<file path="config.mk">
export PLATFORM = sky130hd
export DESIGN_NAME = quad_encoder_gen
export DESIGN_NICKNAME = d
export VERILOG_FILES = /design/src/rtl/quad_encoder_gen.sv
export SDC_FILE = /design/constraint.sdc
export NUM_CORES = 1
export LEC_CHECK = 0
export BUFFER_PORTS_ARGS = -buffer_cell sky130_fd_sc_hd__buf_2
export CORE_AREA = 4 4 111 113
export CTS_BUF_LIST = sky130_fd_sc_hd__clkbuf_4
export DETAILED_ROUTE_END_ITERATION = 7
export DIE_AREA = 0 0 115 117
export MAX_ROUTING_LAYER = met4
export PLACE_DENSITY = 0.37
export SYNTH_ARGS = -nofsm -noshare
export SYNTH_HDL_FRONTEND = slang
export SYNTH_SLANG_ARGS = --single-unit
</file>
<file path="constraint.sdc">
create_clock -name clk -period 3 [get_ports clk]
set_clock_uncertainty 0.1 [all_clocks]
set_input_delay 0.6 -clock clk [delete_from_list [all_inputs] [get_ports clk]]
set_output_delay 0.6 -clock clk [all_outputs]
set_load 0.01 [all_outputs]
</file>
<file path="src/rtl/quad_encoder_gen.sv">
// Quadrature encoder and push-button emulator.
// Emits timed Gray-code step bursts and fixed-length active-low presses.
module quad_encoder_gen #(
  parameter int unsigned STEP_PERIOD  = 500_000,
  parameter int unsigned PRESS_CYCLES = 60_000_000
) (
  input  logic       clk,
  input  logic       rst,
  input  logic       cmd_valid,
  output logic       cmd_ready,
  input  logic       cmd_dir,
  input  logic [7:0] cmd_steps,
  input  logic       btn_req,
  output logic [1:0] Encoder,
  output logic       EncoderBoton,
  output logic       done
);

  typedef enum logic [1:0] {
    S_IDLE,
    S_RUN,
    S_PRESS
  } state_t;

  localparam logic [26:0] STEP_LAST = 27'(STEP_PERIOD - 1);
  localparam logic [26:0] PRESS_END = 27'(PRESS_CYCLES);

  state_t      r_state;
  logic [1:0]  r_phase;
  logic [1:0]  r_enc;
  logic        r_dir;
  logic [7:0]  r_left;
  logic [26:0] r_cnt;
  logic        r_btn;
  logic        r_done;

  state_t      w_state;
  logic [1:0]  w_phase;
  logic [1:0]  w_enc;
  logic        w_dir;
  logic [7:0]  w_left;
  logic [26:0] w_cnt;
  logic        w_btn;
  logic        w_done;

  always_ff @(posedge clk) begin
    if (rst) begin
      r_state <= S_IDLE;
      r_phase <= 2'd0;
      r_enc   <= 2'b00;
      r_dir   <= 1'b0;
      r_left  <= 8'd0;
      r_cnt   <= 27'd0;
      r_btn   <= 1'b1;
      r_done  <= 1'b0;
    end else begin
      r_state <= w_state;
      r_phase <= w_phase;
      r_enc   <= w_enc;
      r_dir   <= w_dir;
      r_left  <= w_left;
      r_cnt   <= w_cnt;
      r_btn   <= w_btn;
      r_done  <= w_done;
    end
  end

  always_comb begin
    w_state = r_state;
    w_phase = r_phase;
    w_dir   = r_dir;
    w_left  = r_left;
    w_cnt   = r_cnt;
    w_btn   = 1'b1;
    w_done  = 1'b0;
    unique case (r_state)
      S_IDLE: begin
        if (cmd_valid) begin
          w_state = S_RUN;
          w_dir   = cmd_dir;
          w_left  = cmd_steps;
          w_cnt   = 27'd0;
        end else if (btn_req) begin
          w_state = S_PRESS;
          w_cnt   = 27'd0;
        end
      end
      S_RUN: begin
        if (r_left == 8'd0) begin
          w_done  = 1'b1;
          w_state = S_IDLE;
        end else if (r_cnt == STEP_LAST) begin
          w_cnt   = 27'd0;
          w_phase = r_dir ? r_phase + 2'd1 : r_phase - 2'd1;
          w_left  = r_left - 8'd1;
          if (r_left == 8'd1) begin
            w_done  = 1'b1;
            w_state = S_IDLE;
          end
        end else begin
          w_cnt = r_cnt + 27'd1;
        end
      end
      S_PRESS: begin
        // Low for cycles 1..PRESS_CYCLES after accept, released with done.
        if (r_cnt == PRESS_END) begin
          w_done  = 1'b1;
          w_cnt   = 27'd0;
          w_state = S_IDLE;
        end else begin
          w_btn = 1'b0;
          w_cnt = r_cnt + 27'd1;
        end
      end
      default: w_state = S_IDLE;
    endcase
  end

  always_comb begin
    w_enc = 2'b00;
    unique case (w_phase)
      2'd0: w_enc = 2'b00;
      2'd1: w_enc = 2'b10;
      2'd2: w_enc = 2'b11;
      2'd3: w_enc = 2'b01;
      default: w_enc = 2'b00;
    endcase
  end

  assign cmd_ready    = (r_state == S_IDLE);
  assign Encoder      = r_enc;
  assign EncoderBoton = r_btn;
  assign done         = r_done;

endmodule
</file>
==> impl_metrics.tcl <==
set metrics [dict create \
    yosysTopAreaCellShare_pct 31.6 \
    ys_types 50 \
    nFillCells 1255 \
    fin_nets 395 \
    worst_pin_slew_ps 849 \
    worst_slack_ps 261 \
    critPathArrivalTime_ps 2920 \
    async_flop_share_pct 0 \
    drc 0 \
    ctsHtreeMaxLevel 2 \
    final_antenna_net_count 0 \
    syn_nets 373 \
    hold_slack_ps 359 \
    cp_cell_sequence "inv_1 > ha_1 > or4b_2 > o21ai_0 > or3b_1 > xor2_1 > inv_1 > ha_1 > nor2b_1" \
    clk_latency_ps 380 \
    min_path_type "in2reg" \
    status "finished, final reports clean" \
    area_delta_synth_final_pct 15.0 \
    postCtsHoldBufs 0 \
    pre_cts_slack_ps 252 \
    slowest_stage "or4b_2" \
    fp-row-count 39 \
    finalHoldViolations 0 \
    initial_core_util_pct 24.6 \
    syn_area_um2 2790 \
    grt_pass1_wl_mm 13.9 \
    post_cts_resize_count 0 \
    antennaDiodeCount 0 \
    synth_edf_count 0 \
    synthCells 350 \
    viasPerCell 5.27 \
    fin_util_pct 28.3 \
    slew_headroom_pct 43.2 \
    num_vias 2719 \
    grt_pass1_vias 2609 \
    ys_seq_elements 44 \
    synth_area_leaders "dfxtp_1, o211ai_1, ha_1, o2111ai_1, xor2_1" \
    slew_violations 0 \
    yosys_warnings 0 \
    power.leakage_nw 1.14 \
    cts_root_buffer "clkbuf_4" \
    wirelength_mm 8.55 \
    cts_buffers 5 \
    crit_path_max_incr_delay_ps 660 \
    gp_congestion 0.769 \
    design_area_um2 3200 \
    drt_iter0_drc 126 \
    portBuffers 17 \
    setup_violations 0 \
    synth_largest_area_cell "dfxtp_1" \
    finalSetupTns_ps 0 \
    io_pins 18 \
    start_kind "flop" \
    worst-setup-path-type "reg2reg" \
    antenna_found_initial 0 \
    clock_sinks 44 \
    max_clock_freq_ghz 0.365 \
    wire_per_inst_um 16.6 \
    placedInstanceArea_um2 3120 \
    syn_area_per_cell_um2 7.96 \
    grt_max_degree 31 \
    fin_crit_sh_pct 91.3 \
    synth-seq-area-share_pct 31.6 \
    rsz0062_at_grt "false" \
    dp_hpwl_mm 6.07 \
    maxCapViolCount 0 \
    cp-end-kind "flop" \
    dr.pass1.iters 6 \
    clk_pin_slew_ps 160 \
    synth_flop_cell "dfxtp_1" \
    grtUsageTotal_pct 13.3 \
    cp.required_ps 3180 \
    grt-ovfl-total 0 \
    fp.dieW_um 115 \
    finalCriticalPeriod_ps 2740 \
    cts_tree "done" \
    power_density_nw_per_um2 729 \
    clock_path_buffers 2 \
    drive_gt1_share_pct 14.2 \
    cts_setup_buffers 0 \
    critPathMaxFanout 6 \
    core_area_um2 11300 \
    die-area_um2 13500 \
    die_y_um 117 \
    ir_drop_uv 301 \
]
power breakdown:
group          internal, mW  switching, mW  leakage [nW]
clock network         0.175          0.222        0.0428
logic                 0.442          0.790         0.741
registers             0.644         0.0620         0.356
total                  1.26           1.07          1.14
per-layer routing:
layer / global-route usage, % / vias up / routed length, um
li1: - / 1360 / -
met1: 16.8 / 1316 / 4190
met2: 22.1 / 37 / 4020
met3: 2.26 / 6 / 249
met4: 3.21 / 0 / 93
met5: - / - / 0
synthesized netlist by cell type, types with 2 or more instances:
cell type and n:
a211o_1 4, a21boi_0 2, a21o_1 3, a21oi_1 20, a22oi_1 3, a32o_1 7, and2_1 4, and3_1 7
clkbuf_1 20, dfxtp_1 44, ha_1 10, inv_1 23, mux2_2 2, mux2i_1 2, nand2_1 24, nand2b_1 2
nand3_1 16, nand4_1 18, nor2_1 30, nor2b_1 3, nor3_1 10, nor4_1 7, nor4b_1 3, o2111ai_1 14
o211ai_1 22, o21ai_0 8, o22ai_1 2, or2_2 2, or3_1 4, xor2_1 14
path summary, 6_finish.rpt:
path / startpoint / to / slack (ps) / cells past startpoint
max: r_left[0] / Encoder[1] / 260 / 9
min: cmd_dir / r_dir / 360 / 3
max reg2reg: r_left[0] / Encoder[1] / 260 / 9
min reg2reg: r_dir / r_dir / 390 / 2
cells in the final DEF (no fill, tap or decap), types with 3 or more instances in the layout:
master	count
nand3_1	16
o2111ai_1	14
nor4b_1	3
xor2_1	14
buf_4	18
a21o_1	3
a21oi_1	20
o21ai_0	8
ha_1	10
a22oi_1	3
and2_1	4
buf_2	17
a211o_1	4
nand2_1	24
nor2b_1	3
clkbuf_4	5
or3_1	4
nor2_1	30
nand4_1	18
a32o_1	7
and3_1	7
dfxtp_1	44
nor3_1	10
o211ai_1	22
nor4_1	7
inv_1	23
final cells by class:
| type | count | area (um^2) | area share (%) |
|---|---|---|---|
| Clock buffer | 5 | 37.5 | 1.17 |
| Multi-Input combinational cell | 261 | 1730 | 54.1 |
| Inverter | 24 | 90.1 | 2.81 |
| Sequential cell | 44 | 881 | 27.5 |
| Timing Repair Buffer | 36 | 240 | 7.50 |
| Clock inverter | 3 | 42.5 | 1.33 |
| Tap cell | 143 | 179 | 5.59 |
registers in the layout (all words and copies together) (netlist names):
name	flops
r_cnt	27
r_left	8
Encoder	2
r_phase	2
r_state	2
EncoderBoton	1
done	1
r_dir	1
cell families after synthesis:
logic type | count (synthesis) | synth area share (%)
AOI/OAI and AO/OA | 92 | 23.8
xor gates and xnor gates | 14 | 4.40
adders and majority gates | 10 | 4.49
buffers and inverters | 45 | 6.33
DFF | 44 | 31.6
muxes | 4 | 1.53
and+or+nand+nor | 141 | 27.8
metrics by stage:
step / instances / total power [mW]
2_1_floorplan: 350 / 1.52
3_3_place_gp: 508 / 1.97
3_5_place_dp: 508 / 1.94
4_1_cts: 516 / 2.34
5_1_grt: 516 / 2.49
6_report: 516 / 2.33
critical path: cells and delay by family, from the launching register on:
kind,cells,cell delay [ps]
simple gates,3,970
fa+ha+maj,2,510
flops,1,380
xor+xnor,1,290
compound gates,1,240
buf+inv,2,160
(Power assumes the default switching activity.)
